### src/rtl/alu_share_ctrl.sv
// alu_share_ctrl: shares one combinational ALU between two requesters.
// A two-way round-robin arbiter grants one operation at a time. The opcode
// and operands are registered onto the ALU ports, and the ALU result and
// flags are registered one cycle later. The result is held until the owning
// requester acknowledges it.

package cpu_types_pkg;
    typedef enum logic [3:0] {
        ALU_SLL  = 4'd0,
        ALU_SRL  = 4'd1,
        ALU_ADD  = 4'd2,
        ALU_SUB  = 4'd3,
        ALU_AND  = 4'd4,
        ALU_OR   = 4'd5,
        ALU_XOR  = 4'd6,
        ALU_NOR  = 4'd7,
        ALU_SLT  = 4'd8,
        ALU_SLTU = 4'd9
    } aluop_t;
endpackage

module alu_share_ctrl
    import cpu_types_pkg::*;
(
    input  logic        CLK,
    input  logic        nRST,
    // requester side
    input  logic [1:0]  req_valid,
    input  aluop_t      req_aluop0,
    input  aluop_t      req_aluop1,
    input  logic [31:0] req_a0,
    input  logic [31:0] req_a1,
    input  logic [31:0] req_b0,
    input  logic [31:0] req_b1,
    output logic [1:0]  req_ready,
    // ALU side
    output aluop_t      alu_op,
    output logic [31:0] alu_a,
    output logic [31:0] alu_b,
    input  logic [31:0] alu_out,
    input  logic        alu_zero,
    input  logic        alu_neg,
    input  logic        alu_ovf,
    // response side
    output logic [1:0]  resp_valid,
    output logic [31:0] resp_data,
    output logic        resp_zero,
    output logic        resp_neg,
    output logic        resp_ovf,
    input  logic [1:0]  resp_ack,
    output logic        busy
);

    typedef enum logic [1:0] {
        IDLE = 2'd0,
        EXEC = 2'd1,
        RESP = 2'd2
    } state_t;

    state_t      state_q, state_d;
    aluop_t      op_q, op_d;
    logic [31:0] a_q, a_d;
    logic [31:0] b_q, b_d;
    logic        owner_q, owner_d;
    logic        last_grant_q, last_grant_d;
    logic [31:0] resp_data_q, resp_data_d;
    logic        resp_zero_q, resp_zero_d;
    logic        resp_neg_q, resp_neg_d;
    logic        resp_ovf_q, resp_ovf_d;

    logic        grant_valid;
    logic        grant_idx;

    // Round-robin pick: a lone requester wins; under contention the one not granted last wins.
    always_comb begin
        grant_valid = 1'b0;
        grant_idx   = 1'b0;
        case (req_valid)
            2'b01: begin
                grant_valid = 1'b1;
                grant_idx   = 1'b0;
            end
            2'b10: begin
                grant_valid = 1'b1;
                grant_idx   = 1'b1;
            end
            2'b11: begin
                grant_valid = 1'b1;
                grant_idx   = ~last_grant_q;
            end
            default: begin
                grant_valid = 1'b0;
                grant_idx   = 1'b0;
            end
        endcase
    end

    // Next-state logic: accept in IDLE, capture the ALU result in EXEC, wait for the owner's ack in RESP.
    always_comb begin
        state_d      = state_q;
        op_d         = op_q;
        a_d          = a_q;
        b_d          = b_q;
        owner_d      = owner_q;
        last_grant_d = last_grant_q;
        resp_data_d  = resp_data_q;
        resp_zero_d  = resp_zero_q;
        resp_neg_d   = resp_neg_q;
        resp_ovf_d   = resp_ovf_q;
        case (state_q)
            IDLE: begin
                if (grant_valid) begin
                    op_d         = grant_idx ? req_aluop1 : req_aluop0;
                    a_d          = grant_idx ? req_a1 : req_a0;
                    b_d          = grant_idx ? req_b1 : req_b0;
                    owner_d      = grant_idx;
                    last_grant_d = grant_idx;
                    state_d      = EXEC;
                end
            end
            EXEC: begin
                resp_data_d = alu_out;
                resp_zero_d = alu_zero;
                resp_neg_d  = alu_neg;
                resp_ovf_d  = alu_ovf;
                state_d     = RESP;
            end
            RESP: begin
                // An ack from the other requester is not for this response.
                if (resp_ack[owner_q]) begin
                    state_d = IDLE;
                end
            end
            default: begin
                state_d = IDLE;
            end
        endcase
    end

    // State and datapath registers; reset discards any operation in flight.
    always_ff @(posedge CLK or negedge nRST) begin
        if (!nRST) begin
            state_q      <= IDLE;
            op_q         <= ALU_SLL;
            a_q          <= 32'd0;
            b_q          <= 32'd0;
            owner_q      <= 1'b0;
            last_grant_q <= 1'b1;
            resp_data_q  <= 32'd0;
            resp_zero_q  <= 1'b0;
            resp_neg_q   <= 1'b0;
            resp_ovf_q   <= 1'b0;
        end else begin
            state_q      <= state_d;
            op_q         <= op_d;
            a_q          <= a_d;
            b_q          <= b_d;
            owner_q      <= owner_d;
            last_grant_q <= last_grant_d;
            resp_data_q  <= resp_data_d;
            resp_zero_q  <= resp_zero_d;
            resp_neg_q   <= resp_neg_d;
            resp_ovf_q   <= resp_ovf_d;
        end
    end

    // Per-requester handshake decode. Ready is gated by nRST so nothing is
    // accepted while reset is held, even though the state already reads IDLE.
    for (genvar gi = 0; gi < 2; gi++) begin : g_port
        assign req_ready[gi]  = nRST && (state_q == IDLE) && grant_valid && (grant_idx == 1'(gi));
        assign resp_valid[gi] = (state_q == RESP) && (owner_q == 1'(gi));
    end

    // ALU inputs come straight from the operand registers in every state.
    assign alu_op    = op_q;
    assign alu_a     = a_q;
    assign alu_b     = b_q;

    assign resp_data = resp_data_q;
    assign resp_zero = resp_zero_q;
    assign resp_neg  = resp_neg_q;
    assign resp_ovf  = resp_ovf_q;
    assign busy      = (state_q != IDLE);

endmodule

### config.mk
export PLATFORM = sky130hd
export DESIGN_NAME = alu_share_ctrl
export DESIGN_NICKNAME = d
export VERILOG_FILES = /design/src/rtl/alu_share_ctrl.sv
export SDC_FILE = /design/constraint.sdc
export NUM_CORES = 1
export LEC_CHECK = 0
export CAP_MARGIN = 30
export CORE_MARGIN = 10
export CORE_UTILIZATION = 36
export DETAILED_ROUTE_END_ITERATION = 12
export PLACE_DENSITY = 0.73
export SLEW_MARGIN = 20
export SYNTH_ARGS = -nofsm -noshare
export SYNTH_HDL_FRONTEND = slang
export SYNTH_SLANG_ARGS = --single-unit
### constraint.sdc
create_clock -name CLK -period 1.6 [get_ports CLK]
set_clock_uncertainty 0.05 [all_clocks]
set_input_delay 0.4 -clock CLK [delete_from_list [all_inputs] [get_ports CLK]]
set_output_delay 0.4 -clock CLK [all_outputs]
set_load 0.005 [all_outputs]
==> results.md <==
- Routed Antenna Nets: 0
- Vias: 3803
- Routability Congestion: 0.748
- Port bufs: 284
- Final setup violation count: 73
- CTS root buf: clkbuf_16
- ANT cells: 0
- Worst slew pin tran: 0.457 ns
- Placed cell area: 0.00845 mm²
- Syn_area_per_cell: 17.2 µm²
- First-pass GRT wire length: 24.5 mm
- Most common cell in the netlist: mux2_4
- P per Cell Area: 1640 mW/mm²
- Yosys top cell area share: 48.9%
- Core region area: 0.0146 mm²
- Via density: 4.71
- Cell area after layout: 0.00880 mm²
- Final HPWL DP: 12.9 mm
- Final wirelength: 16.5 mm
- Flops & latches, synth: 107
- # fillers: 1167
- H-tree depth: 3
- CP max stage cell: dfstp_2
- Critical Path Fanout Max: 19
- Final net count: 795
- Synth async-reset ratio: 100%
- Largest family of logic cells by synthesized area: multiplexers
- Largest net degree at the start of global routing: 73
- Utilization of the core after routing: 60.1%
- Clock latency on the worst-skew pair: 0.33 ns
- Fmax: 556 MHz
- Synth Area in Compound Gates: 0.738%
- CP most frequent cell: mux2_4
- WP buf/inv: 2
- Clock Path Buffers: 2
- Final Hold Fails: 0
- Synth top area cells: dfrtp_1 49%, mux2_4 37%, mux2_2 7.9%, buf_12 2.2%, buf_4 0.83%
- Max-slew headroom: 69.6%
- Setup ws final: -0.198 ns
- Setup TNS: -10.80 ns
- 1st-iter DRT viols: 93
- CP arrival: 1.97 ns
- Synth Cell Area: 0.00543 mm²
- Number of library cell types mapped by synthesis: 20
- Cts bufs inserted: 9
- Largest stage delay on the critical path: 0.54 ns
- Area grow syn2layout: 62.2%
- Failing checks: setup timing
- Initial Util: 37.1%
- Post-Synth Simple-Gate Area: 0.646%
- Die Y: 143 µm
- Worst hold path class: in2async
- Ys flop type: dfrtp_1
- CP Depth: 5
- Max-Cap Viols: 0
- CP startpoint kind: flip-flop
- Overall Global Routing Usage: 15.3%
- Mux contribution to synthesized area: 45.0%
- CP required: 1.77 ns
- CTS tree: done
- Fin crit period: 1.80 ns
- Post-Synth Adder-Cell Area: 0%
- Drt first pass iters: 4
- Endpoint type of the worst setup path: flip-flop
- Residual DRC: 0
- I/O pin total: 285
- CTS clk-pin slew, worst paths: 0.07 ns
- Synth top cells by count: 134 x mux2_4, 106 x dfrtp_1, 38 x mux2_2
- Top delay family on crit path: multiplexers
- Most area-hungry cell type in the Yosys netlist: dfrtp_1
- Wire per inst: 20.5 µm
- Pins Over Slew Limit: 0
- Clock sink count: 107
- Die Wd: 143 µm
- Die footprint: 0.0204 mm²
- Leakage: 4.15 nW
- Vias in the first global route: 4377
- Post-synth EDFFs: 0
- Initial antenna violation count: 0
- Status: finished, violations left
- Synthesis warning total: 0
- Post-synthesis sequential area ratio: 49.4%
- Synth Net Count: 492
- XOR/XNOR share of the synthesized area: 0%
- Crit-path cells: a21bo_4 -> buf_12 -> buf_16 -> mux2_4 -> mux2_4
- Cells on worst reg2reg path: 5
- Layout cells sized above 1: 36.4%
- Rows: 44
- Cells after Synth: 315
- Final Cycle Share: 112%
- RSZ-0062 raised after global routing: yes
- IR drop worst, VDD: 0.803 mV
- GRT overflow: 0
- Critical path type: reg2reg
-- worst register-to-register path: stages, from the launching register on --
cell	delay (ns)
dfstp_2	0.54
a21bo_4	0.17
buf_12	0.14
buf_16	0.18
mux2_4	0.34
mux2_4	0.26
-- registers in the layout, indices dropped and copies added (netlist names) --
register / count
state_q: 2
alu_a: 32
resp_zero: 1
alu_b: 32
last_grant_q: 1
resp_neg: 1
alu_op: 4
owner_q: 1
resp_data: 32
resp_ovf: 1
-- what timing repair did --
action / CTS / global route
pin swaps: 0 / 2
buffers inserted: 8 / 1
gates resized for setup: 131 / 4
cloned: 0 / 3
hold buffers: 0 / 0
setup endpoints to repair: 176 / 73
-- layout by cell type, fill, tap and decap left out --
cell type and count:
nor3_1 1, clkinv_4 2, a21bo_4 1, nor2_2 1
clkbuf_8 1, dfstp_2 1, mux2_2 38, inv_1 3
buf_4 19, bufinv_16 1, clkbuf_16 10, nor2_1 2
clkinvlp_4 2, clkbuf_1 1, dfrtp_1 106, buf_2 3
mux2_4 134, dlygate4sd2_1 105, a21oi_1 1, a31oi_1 1
buf_6 4, o22ai_1 1, nand2b_4 1, clkdlybuf4s50_1 173
buf_16 2, nand2b_1 1, o21a_4 1, buf_12 5
and3_4 1, o21ai_0 1
-- cell type report --
class / instances / area [µm²] / area share [%]
clock buffers: 11 / 243 / 2.76
clock inverters: 5 / 62.6 / 0.711
inverters: 3 / 11.3 / 0.128
multi-input cells: 185 / 2540 / 28.9
flip-flops and latches: 107 / 2680 / 30.4
well taps: 184 / 230 / 2.62
repair buffers: 312 / 3030 / 34.5
-- layer usage --
layer / vias to the layer above / track usage, % / wire, µm
li1: 1731 / - / -
met1: 1878 / 16.1 / 6140
met2: 175 / 27.2 / 8470
met3: 19 / 6.24 / 1590
met4: 0 / 5.27 / 323
met5: - / 0 / 0
-- power breakdown --
group / internal [mW] / leakage, nW / switching, mW / total [mW]
Sequential: 4.13 / 1.25 / 0.724 / 4.85
Clock: 1.26 / 0.142 / 0.983 / 2.25
Combinational: 4.81 / 2.76 / 2.57 / 7.37
-- stage by stage --
stage,setup slack [ns],cells,hold WS [ns],power [mW]
after global placement,-0.819,778,0.435,12.9
after global routing,-0.244,807,0.102,15.3
after CTS,-0.189,802,0.192,14.6
after detailed placement,-0.849,778,0.443,13.1
after floorplan,-0.0661,315,0.0544,8.90
final,-0.198,807,0.0846,14.5
-- cell families (layout without fill, tap and decap cells) --
family / after synthesis / count (layout)
compound gates: 6 / 6
flops: 107 / 107
mux: 172 / 172
simple gates: 7 / 7
buf+inv: 23 / 331
-- final timing paths --
path	startpoint	end	slack, ns
max	last_grant_q	alu_a[15]	-0.20
min	nRST	resp_data[9]	0.08
max reg2reg	last_grant_q	alu_a[15]	-0.20
min reg2reg	resp_data[11]	resp_data[11]	0.45
max in group asynchronous	nRST	alu_b[13]	0.86
min in group CLK	resp_data[11]	resp_data[11]	0.45
No activity file was read; power rests on OpenSTA's default activity.
==> variant, RTL diff (same settings) <==
Encoding of `state_t`: now one-hot (3 bits for 3 states).
--- a/src/rtl/alu_share_ctrl.sv
+++ b/src/rtl/alu_share_ctrl.sv
@@ -53,6 +53,6 @@
 
-    typedef enum logic [1:0] {
-        IDLE = 2'd0,
-        EXEC = 2'd1,
-        RESP = 2'd2
+    typedef enum logic [2:0] {
+        IDLE = 3'b001,
+        EXEC = 3'b010,
+        RESP = 3'b100
     } state_t;
Formal check against the unedited RTL: same outputs for any inputs over 10 cycles, from zero or initial values and one cycle with nRST low; not proved beyond that.
==> variant against the unedited design <==
The run still ends with setup timing left. Worst setup slack worse by 0.29 ns. Worst hold slack better by 0.10 ns. Power grew 19%. Routed wire length up 22%. Sequential cell count up 1. Largest power group unchanged. Critical endpoint is now req_ready[1]. Final area grew 3.6%. Synthesized area decreased by 2.8%. Synthesized cell count up 8.9%. Utilization up 3.1 points.
==> variant: results (changes against the unedited design) <==
stage	metric	value	unit	change
status	status	finished with violations		
status	failing checks	setup timing		
grt	vias in the first global route	5035		+15%
cts	Clock Tree Buf Depth	2		unchanged
grt	met1 Track Usage GR	0.220		+0.0581
drt	met2 WL post-DR	10300	um	+22%
yosys	Post-synth top cells	106 x dfrtp_1, 66 x a2bb2oi_2, 48 x o32ai_1		
grt	GRT Total Usage	0.198		+0.0447
drt	top sig layer	met4		
grt	antenna violations before repair	0		unchanged
finish	Filler cells	1131		-3.1%
drt	DR iter-0 viols	214		+130%
yosys	Ys Warns	0		unchanged
place	Placed Area	8310	um2	-1.7%
grt	met3 Use GR	0.0752		+0.0129
worst_setup_path	critical path peak fanout	2		-17
place	Place WS	-0.770	ns	+0.0796 ns
place	RD Place Congestion	0.787		+5.3%
drt	via-per-instance ratio	5.32		+13%
yosys	synth top area cells	dfrtp_1 50%, a2bb2oi_2 19%, o32ai_1 8.0%		
drt	drt pass-1 iters	4		unchanged
grt	first-pass GRT wire length	30500	um	+24%
drt	routed length on met3	1770	um	+12%
timing	Setup WS post-layout	-0.483	ns	-0.286 ns
finish	sequential cell area	2710	um2	+0.98%
timing	setup TNS	-12.46	ns	-1.66 ns
grt	largest net degree at the start of global routing	69		-5.5%
drt	M1 WL	7650	um	+25%
cts	H-tree lvl count	3		unchanged
yosys	Mapped Cells	343		+8.9%
place	dpl hpwl	13800	um	+7.5%
yosys	sequential area share after synthesis	0.513		+0.0194
place	placed cells	788		+1.3%
drt	final WL	20100	um	+22%
cts	clk root buf	clkbuf_16		
power	Leak	3.60	nW	-13%
finish	fraction of layout cells with a size suffix above 1	0.331		-0.0336
yosys	Yosys cell types	26		+30%
timing	final setup fails	111		+52%
worst_hold_path	HP Class	input port to async pin		
yosys	Synth Net Count	520		+5.7%
finish	# nets final	834		+4.9%
power	Max VDD drop	0.000850	V	+5.9%
grt	M2 GR Usage	0.344		+0.0722
drt	via count of the routed design	4498		+18%
timing	worst relative slew slack	0.563		-0.132
-- variant: worst paths after layout --
kind | to | startpoint | slack, ns | depth (start not counted)
worst max-delay path | req_ready[1] | state_q[0]$_DFFE_PN1P_ | -0.48 | 5
worst min-delay path | alu_a[21]$_DFFE_PN0P_ | nRST | 0.18 | 2
worst max register to register | alu_b[0]$_DFFE_PN0P_ | state_q[0]$_DFFE_PN1P_ | -0.18 | 8
worst min register to register | resp_data[15]$_DFFE_PN0N_ | resp_data[15]$_DFFE_PN0N_ | 0.45 | 1
max in group asynchronous | last_grant_q$_DFFE_PN1P_ | nRST | 0.37 | 3
min in group CLK | resp_data[15]$_DFFE_PN0N_ | resp_data[15]$_DFFE_PN0N_ | 0.45 | 1
-- variant: final cells by class --
class,instances,area share
repair buffers,346,0.387
well taps,184,0.0253
clock inverters,6,0.00974
flip-flops and latches,108,0.297
inverters,4,0.00192
multi-input cells,188,0.254
clock buffers,10,0.0251
-- variant: cell families after synthesis --
kind of cell / after synthesis / synth area share
simple gates: 11 / 0.0133
flops: 108 / 0.513
compound gates: 141 / 0.339
buf+inv: 47 / 0.0574
mux: 36 / 0.0769
-- variant: repair_timing --
action / CTS / global route
gates cloned: 9 / 0
resized for setup: 169 / 12
pin swaps: 2 / 4
endpoints found under the hold margin: 3 / 0
setup buffers: 34 / 4
hold buffers: 1 / 0
setup endpoints to repair: 178 / 103
-- variant: power breakdown --
part,total [mW],internal [mW],switching (mW)
Sequential,4.91,4.12,0.790
Clock,2.41,1.37,1.03
Combinational,9.87,5.93,3.94
-- variant: worst max-delay path, cell delays in order, from the launching register on --
cell and delay [ns]:
dfstp_2 0.54, nor3b_4 0.20, buf_4 0.15, buf_6 0.09, and4_1 0.16, buf_2 0.14
